## config.mk

```make
export PLATFORM = sky130hd
export DESIGN_NAME = gcm_word_sequencer
export DESIGN_NICKNAME = d
export VERILOG_FILES = /design/src/rtl/gcm_word_sequencer.sv
export SDC_FILE = /design/constraint.sdc
export NUM_CORES = 1
export LEC_CHECK = 0
export CAP_MARGIN = 20
export CORE_MARGIN = 2
export CORE_UTILIZATION = 50
export DETAILED_ROUTE_END_ITERATION = 10
export PLACE_DENSITY = 0.87
export SLEW_MARGIN = 10
export SYNTH_ARGS = -nofsm -noshare
export SYNTH_HDL_FRONTEND = slang
export SYNTH_SLANG_ARGS = --single-unit
```

## constraint.sdc

```tcl
create_clock -name clk -period 14.3 [get_ports clk]
set_input_delay 2.86 -clock clk [delete_from_list [all_inputs] [get_ports clk]]
set_output_delay 2.86 -clock clk [all_outputs]
set_load 0.03 [all_outputs]
```

## src/rtl/gcm_word_sequencer.sv

```systemverilog
`default_nettype none
// ============================================================================
// Module      : gcm_word_sequencer
// Description : Front-end sequencer for the AES-GCM phase bypasser.
//               Accepts a packet-word stream with a per-packet 96-bit IV,
//               issues two AES counter blocks per accepted word, and
//               produces the bypasser controls (state code / last / ready)
//               delayed by the AES latency so they line up with the
//               keystream. After every eop word the input is stalled for
//               FLUSH_GAP cycles so the bypasser can drain the last word.
// Ports       :
//   clk        in   1    clock
//   rst        in   1    asynchronous active-high reset
//   s_valid    in   1    input word valid
//   s_sop      in   1    first word of packet (qualified by s_valid)
//   s_eop      in   1    last word of packet (qualified by s_valid)
//   s_iv       in   IV_W packet IV, sampled on the sop word
//   s_ready    out  1    word accepted when s_valid && s_ready
//   ctr_valid  out  1    counter blocks valid to AES core
//   ctr_blk0   out  128  {IV,cnt}
//   ctr_blk1   out  128  {IV,cnt+1}
//   o_state    out  4    bypasser state code: 1 FIRST, 2 SECOND, 4 INNER
//   o_last     out  1    last-word flag to bypasser
//   o_ready    out  1    keystream-valid strobe to bypasser
//   o_err      out  1    one-cycle protocol-error pulse
// Revision    : 1.0 - initial release
// ============================================================================
module gcm_word_sequencer #(
    parameter int AES_LAT   = 14,
    parameter int FLUSH_GAP = 3,
    parameter int IV_W      = 96
) (
    input  logic            clk,
    input  logic            rst,
    input  logic            s_valid,
    input  logic            s_sop,
    input  logic            s_eop,
    input  logic [IV_W-1:0] s_iv,
    output logic            s_ready,
    output logic            ctr_valid,
    output logic [127:0]    ctr_blk0,
    output logic [127:0]    ctr_blk1,
    output logic [3:0]      o_state,
    output logic            o_last,
    output logic            o_ready,
    output logic            o_err
);

    localparam int         c_CW = 128 - IV_W;
    localparam int         c_GW = (FLUSH_GAP > 1) ? $clog2(FLUSH_GAP) : 1;

    localparam logic [2:0] c_S_IDLE = 3'd0;
    localparam logic [2:0] c_S_W0   = 3'd1;
    localparam logic [2:0] c_S_W1   = 3'd2;
    localparam logic [2:0] c_S_WN   = 3'd3;
    localparam logic [2:0] c_S_GAP  = 3'd4;

    localparam logic [3:0] c_CODE_FIRST  = 4'd1;
    localparam logic [3:0] c_CODE_SECOND = 4'd2;
    localparam logic [3:0] c_CODE_INNER  = 4'd4;

    // FSM
    logic [2:0]      r_state;
    logic [2:0]      w_state_nxt;

    // Decoded per-cycle controls
    logic            w_accept;
    logic            w_issue;
    logic            w_err;
    logic [3:0]      w_code;
    logic            w_gap_done;
    logic            w_in_pkt;

    // Datapath
    logic [IV_W-1:0] r_iv;
    logic [c_CW-1:0] r_cnt;
    logic [c_GW-1:0] r_gap_cnt;
    logic            r_ctr_valid;
    logic [127:0]    r_blk0;
    logic [127:0]    r_blk1;
    logic [3:0]      r_code;
    logic            r_last;
    logic            r_err;

    // Alignment delay line: {code[3:0], last, valid}
    logic [5:0]      r_dly [AES_LAT];
    logic [5:0]      w_tap;

    // ------------------------------------------------------------------------
    // FSM: state register
    // ------------------------------------------------------------------------
    always_ff @(posedge clk or posedge rst) begin
        if (rst) begin
            r_state <= c_S_IDLE;
        end else begin
            r_state <= w_state_nxt;
        end
    end

    // ------------------------------------------------------------------------
    // FSM: next-state logic
    // ------------------------------------------------------------------------
    always_comb begin
        w_state_nxt = r_state;
        case (r_state)
            c_S_IDLE: begin
                // Non-sop words in IDLE are dropped and leave the FSM here.
                if (w_accept && s_sop) begin
                    w_state_nxt = s_eop ? c_S_GAP : c_S_W0;
                end
            end
            c_S_W0, c_S_W1, c_S_WN: begin
                if (w_accept) begin
                    if (s_eop) begin
                        w_state_nxt = c_S_GAP;
                    end else if (s_sop) begin
                        // Stray sop abandons the current packet and restarts.
                        w_state_nxt = c_S_W0;
                    end else if (r_state == c_S_W0) begin
                        w_state_nxt = c_S_W1;
                    end else begin
                        w_state_nxt = c_S_WN;
                    end
                end
            end
            c_S_GAP: begin
                if (w_gap_done) begin
                    w_state_nxt = c_S_IDLE;
                end
            end
            default: begin
                w_state_nxt = c_S_IDLE;
            end
        endcase
    end

    // ------------------------------------------------------------------------
    // FSM: output / decode logic
    // ------------------------------------------------------------------------
    always_comb begin
        s_ready    = (r_state != c_S_GAP);
        w_in_pkt   = (r_state == c_S_W0) || (r_state == c_S_W1) ||
                     (r_state == c_S_WN);
        w_accept   = s_valid && s_ready;
        w_gap_done = (r_gap_cnt == c_GW'(FLUSH_GAP - 1));
        // A word produces counter blocks unless it is a non-sop word in IDLE.
        w_issue    = w_accept && (s_sop || w_in_pkt);
        w_err      = w_accept && (s_sop ? w_in_pkt : !w_in_pkt);
        w_code     = c_CODE_INNER;
        if (s_sop) begin
            w_code = c_CODE_FIRST;
        end else if (r_state == c_S_W0) begin
            w_code = c_CODE_SECOND;
        end
    end

    // ------------------------------------------------------------------------
    // Counter-block generation and issue
    // ------------------------------------------------------------------------
    always_ff @(posedge clk or posedge rst) begin
        if (rst) begin
            r_iv        <= '0;
            r_cnt       <= c_CW'(1);
            r_ctr_valid <= 1'b0;
            r_blk0      <= '0;
            r_blk1      <= '0;
            r_code      <= c_CODE_FIRST;
            r_last      <= 1'b0;
            r_err       <= 1'b0;
        end else begin
            r_ctr_valid <= w_issue;
            r_err       <= w_err;
            if (w_issue) begin
                r_code <= w_code;
                r_last <= s_eop;
                if (s_sop) begin
                    // J0 (tag block) and the first data counter.
                    r_iv   <= s_iv;
                    r_blk0 <= {s_iv, c_CW'(1)};
                    r_blk1 <= {s_iv, c_CW'(2)};
                    r_cnt  <= c_CW'(3);
                end else begin
                    // Counter arithmetic wraps modulo 2^c_CW by design.
                    r_blk0 <= {r_iv, r_cnt};
                    r_blk1 <= {r_iv, r_cnt + c_CW'(1)};
                    r_cnt  <= r_cnt + c_CW'(2);
                end
            end
        end
    end

    // ------------------------------------------------------------------------
    // Flush-gap counter: counts cycles spent in GAP
    // ------------------------------------------------------------------------
    always_ff @(posedge clk or posedge rst) begin
        if (rst) begin
            r_gap_cnt <= '0;
        end else if ((r_state == c_S_GAP) && !w_gap_done) begin
            r_gap_cnt <= r_gap_cnt + c_GW'(1);
        end else begin
            r_gap_cnt <= '0;
        end
    end

    // ------------------------------------------------------------------------
    // Alignment delay line. The entry shifted in alongside ctr_valid reaches
    // the tap exactly AES_LAT cycles later, matching keystream arrival.
    // Empty slots carry valid=0 so the tap decodes to the idle code.
    // ------------------------------------------------------------------------
    always_ff @(posedge clk or posedge rst) begin
        if (rst) begin
            for (int i = 0; i < AES_LAT; i++) begin
                r_dly[i] <= '0;
            end
        end else begin
            r_dly[0] <= {r_code, r_last, r_ctr_valid};
            for (int i = 1; i < AES_LAT; i++) begin
                r_dly[i] <= r_dly[i-1];
            end
        end
    end

    assign w_tap = r_dly[AES_LAT-1];

    // ------------------------------------------------------------------------
    // Outputs
    // ------------------------------------------------------------------------
    assign ctr_valid = r_ctr_valid;
    assign ctr_blk0  = r_blk0;
    assign ctr_blk1  = r_blk1;
    assign o_err     = r_err;
    assign o_ready   = w_tap[0];
    assign o_last    = w_tap[0] & w_tap[1];
    // FIRST is the idle code the bypasser flushes on.
    assign o_state   = w_tap[0] ? w_tap[5:2] : c_CODE_FIRST;

endmodule
`default_nettype wire

```

---- Yosys cells after proc, flatten, opt, wreduce, memory -nomap -nowiden ----
Index checks and enable logic that the tools add are counted.
cells by class
  eq/ne operators ......................... 9
  $add $sub $neg .......................... 3
  muxes and demuxes ....................... 16
  reductions and logical operators ........ 14
  bitwise gates (word level) .............. 1
operators with widths
  cell                                                 count
  2-to-1 mux 128 bit                                   2
  adder 32 x 1 -> 32 bit, second input constant        1
  adder 32 x 2 -> 32 bit, second input constant        1
  2-to-1 mux 32 bit                                    1
  2-to-1 mux 3 bit                                     7
  case mux 3 bit (3 select lines)                      1
  equality test 3 x 2 -> 1 bit, second input constant  2
  != test 2 bit, second input constant                 3
  logical AND 1 bit                                    5
  2-to-1 mux 2 bit                                     2
  2-to-1 mux 4 bit                                     1
  equality test 3 x 1 -> 1 bit, second input constant  1
  equality test 3 bit, second input constant           1
  logical NOT 3 bit                                    1
  logical OR 1 bit                                     3
  != test 3 bit, second input constant                 1
  AND reduction 3 bit                                  1
  OR reduction 3 bit                                   1
  adder 2 x 1 -> 2 bit, second input constant          1
  equality test 2 bit, second input constant           1
  logical NOT 1 bit                                    2
  2-to-1 mux 1 bit                                     2
  AND reduction 2 bit                                  1
  bitwise AND 1 bit                                    1
word-level totals
  input port bits ......................... 101
  output and inout bits ................... 265
  bits in registers ....................... 480
  logic and storage cells ................. 67

---- Depth between registers and ports, before layout ----
  word-level depth ........................ 6
  mapped depth ............................ 8
  gate-level depth less buffers ........... 6

---- Least setup slack after synthesis ----
Ideal clock, no wire load.
  path kind ............................... input-to-reg
  from .................................... input s_sop
  to ...................................... register r_cnt[29]
  library setup time ...................... 0.066 ns
  required time ........................... 14.234 ns
  arrival time ............................ 4.257 ns
  buffers on the path ..................... 1
  setup slack ............................. 9.977 ns
  stages on the path ...................... 6
  cell sequence ........................... buf_2 nand2b_1 o2111ai_4 or3_4 or4_1 nand2_1
on the way
  longest elaborated chain between the ends .. 2
  elaborated cells on any way between the ends .. 3
  classes of those cells .................. mux: 1; reduce/logical: 2
ends and longest elaborated chain
  element               line  source
  from (decl)           36    input logic s_sop,
  logical OR 1 bit      147   w_issue = w_accept && (s_sop || w_in_pkt);
  logical AND 1 bit     147
  to (signal assigned)  163   r_cnt <= c_CW'(1);
  to (signal assigned)  181   r_cnt <= c_CW'(3);
  to (signal assigned)  186   r_cnt <= r_cnt + c_CW'(2);
  to (decl)             76    logic [c_CW-1:0] r_cnt;
Parallel ways exist; a longest one is shown, timed or not.
A chain may end at the register's enable or synchronous reset.

---- Worst setup path after layout ----
  from .................................... register r_state[0]
  to ...................................... output s_ready
on the way
  longest elaborated chain between the ends .. 1
ends and longest elaborated chain
  element                 line  source
  from (decl)             63    logic [2:0] r_state;
  from (signal assigned)  94    r_state <= c_S_IDLE;
  from (signal assigned)  96    r_state <= w_state_nxt;
  != test 3 bit           141   s_ready = (r_state != c_S_GAP);
  to (decl)               39    output logic s_ready,
No other way between the ends.

==> impl_metrics.csv <==
group,metric,value,unit
status,status,"finished clean",
floorplan,fp.dieH,177,µm
routing,ant_nets,0,
synth,syn-instance-count,1399,
global_route,grt.overflow.total,0,
sta,fin_tns_setup,0,ps
routing,vias,11400,
synth,syn_area_per_cell,10.7,µm²
synth,async_flop_share,1.00,
clock_tree,clk_pin_slew,60,ps
global_route,grt_pass1_wl,59900,µm
synth,yosys-top-cells-area,"dfrtp_1, nand2_1, a222oi_1",
sta,hold_ws,336,ps
worst_hold_path,holdCritStartpoint,"r_dly[61]$_DFF_PP0_",
floorplan,num_io_pins,366,
routing,dr.first_iter.drc_count,1336,
finish,drive_gt1_frac,0.0509,
power,p_per_area,226,nW/µm²
placed_design,io_buffers,364,
finish,final_cells,2041,
placed_design,dp_hpwl,24600,µm
placed_design,place_area,18100,µm²
clock_tree,htree_levels,2,
finish,final_area,19300,µm²
synth,synth_top_area_frac,0.613,
synth,yosysSeqAreaShare,0.617,
routing,via_per_inst,5.61,
routing,drt-pass1-iter-count,8,
floorplan,rows,63,
routing,drt-total-wl,38200,µm
finish,nNetsFinal,1732,
worst_hold_path,hp-class,"flip-flop to flip-flop",
setup_path,endpoint_kind,"output port",
synth,synth_cell_types,47,
clock_tree,cts.sink_count,369,
setup_path,rr_startpoint,"r_state[0]$_DFFE_PP0P_",
job,max_cap_violations,0,
global_route,grt_max_degree,170,
routing,drc,0,
sta,hold_violations,0,
global_route,track_usage,0.239,
global_route,grt_pass1_vias,11600,
finish,filler_cell_count,2214,
synth,ys.flop_type,"dfrtp_1",
sta,skew,12.9,ps
clock_tree,numCtsBuffers,38,
sta,timing.final.crit_share,0.366,
placed_design,place.gp.congestion,0.839,
synth,yosysTopAreaCell,"dfrtp_1",
setup_path,cp-startpoint,"r_state[0]$_DFFE_PP0P_",
clock_tree,cts_setup_buffers,0,
synth,synth_common_cells,"dfrtp_1, nand2_1, buf_4",
synth,synth_seq_cells,369,
finish,fin_util,0.654,
sta,finalSetupViolCount,0,
setup_path,crit_fanout,7,
setup_path,path_class,"flip-flop to output port",
synth,synthesis.area,15000,µm²
sta,finalMaxSlewViolations,0,
clock_tree,cts_buffer_depth,3,
clock_tree,cts_resized,0,
floorplan,die_x,177,µm
clock_tree,cts_tree,"done",
clock_tree,insertion_delay,510,ps
setup_path,required,11440,ps
placed_design,dp.cells,1977,
setup_path,crit_path_start_kind,"flip-flop",
clock_tree,ctsHoldBuffers,0,
sta,worst_pin_slew,920,ps
floorplan,start_util,0.507,
synth,synth_most_common_cell,"dfrtp_1",
synth,yosys_warnings,0,
synth,synthesis.nets,1503,
sta,min_period,5230,ps
sta,fmax,191,MHz
finish,syn_to_final_growth,29.1,%
sta,slew-limit-headroom,0.387,
power,cellLeakagePower,0.00906,µW
power,ir_worst_vdd,144,µV
floorplan,coreArea,29600,µm²
setup_path,r2r_slack,11460,ps
setup_path,timing.critical_path.arrival,2370,ps
synth,synth_edf_count,0,
sta,rsz0062_at_grt,"false",
floorplan,dieArea,31400,µm²
routing,wire_per_inst,18.7,µm
clock_tree,cts_root_buf,"clkbuf_16",
global_route,antenna_found_initial,1,
[path summary, 6_finish.rpt]
kind	endpoint	depth (start not counted)
worst max register to register	ctr_blk0[95]$_DFFE_PP0P_	6
min in group asynchronous	ctr_blk0[106]$_DFFE_PP0P_	2
max in group asynchronous	ctr_blk0[105]$_DFFE_PP0P_	5
worst min-delay path	r_dly[55]$_DFF_PP0_	0
worst min register to register	r_dly[55]$_DFF_PP0_	0
worst max-delay path	s_ready	3
[through the flow]
stage	power (µW)	setup slack [ps]
6_report	4360	9070
5_1_grt	4570	8930
4_1_cts	4390	8940
3_5_place_dp	3430	8390
3_3_place_gp	3360	8480
2_1_floorplan	2810	1200
[registers in the layout (all words and copies together), names as in the netlist]
signal and cells:
r_dly 65, w_tap 5, r_cnt 32, r_last 1
ctr_blk1 32, o_err 1, ctr_blk0 128, r_iv 96
ctr_valid 1, r_gap_cnt 2, r_code 3, r_state 3
[critical path: stages, from the launching register on]
cell	delay, ps
dfrtp_1	440
nor2_1	480
nand2_1	260
clkdlybuf4s50_1	680
[power by group]
group,leakage [µW],total [µW],internal [µW],switching (µW)
Sequential,0.00471,1640,1390,251
Clock,0.000591,943,554,389
Combinational,0.00376,1770,699,1070
[cells by family (layout without fill, tap and decap cells)]
kind of cell / count (synthesis) / count (layout) / share of synthesized area
flip-flops: 369 / 369 / 0.617
other: 1 / 2 / 0.000250
AO/OA/AOI/OAI: 184 / 184 / 0.100
XOR/XNOR: 55 / 55 / 0.0322
AND/OR/NAND/NOR: 497 / 497 / 0.140
adder cells (fa/ha/maj): 3 / 3 / 0.00251
buffers and inverters: 275 / 526 / 0.0975
multiplexers: 15 / 15 / 0.0100
[layer usage]
layer | part of all wire | up-vias | track usage
met5 | 0 | - | 0
met1 | 0.38 | 5665 | 0.299
li1 | - | 5067 | -
met3 | 0.081 | 101 | 0.0481
met2 | 0.50 | 609 | 0.404
met4 | 0.040 | 0 | 0.104
[placed cells by master (no fill, tap or decap), types with 6 or more instances in the layout]
master           netlist  final
clkbuf_8               0      7
xnor2_1               27     27
nor2_1                59     58
mux2i_1               15     15
nor4_1                 8      8
buf_4                101     11
clkdlybuf4s50_1        0    364
nand2_1              347    347
a22o_1                33     33
xor2_1                28     28
clkbuf_16              0     41
a21oi_1               21     21
clkbuf_1              43      7
a222oi_1              81     81
nor3_1                 9      9
inv_1                 85     84
nand4_1               20     20
nand3_1               17     16
dfrtp_1              367    367
nand2b_1               6      6
clkinv_2               0      6
o21ai_0               38     38
[layout make-up]
type                    instances  area [µm²]  area share
clock inverters                 7        38.8     0.00201
repair buffers                378        3780       0.195
multi-input cells             755        4310       0.223
well taps                     390         488      0.0252
inverters                      86         330      0.0171
flip-flops and latches        369        9240       0.478
diodes                          1        2.50    0.000129
clock buffers                  55        1150      0.0594
Note: power is estimated with default switching activity, not from simulation.
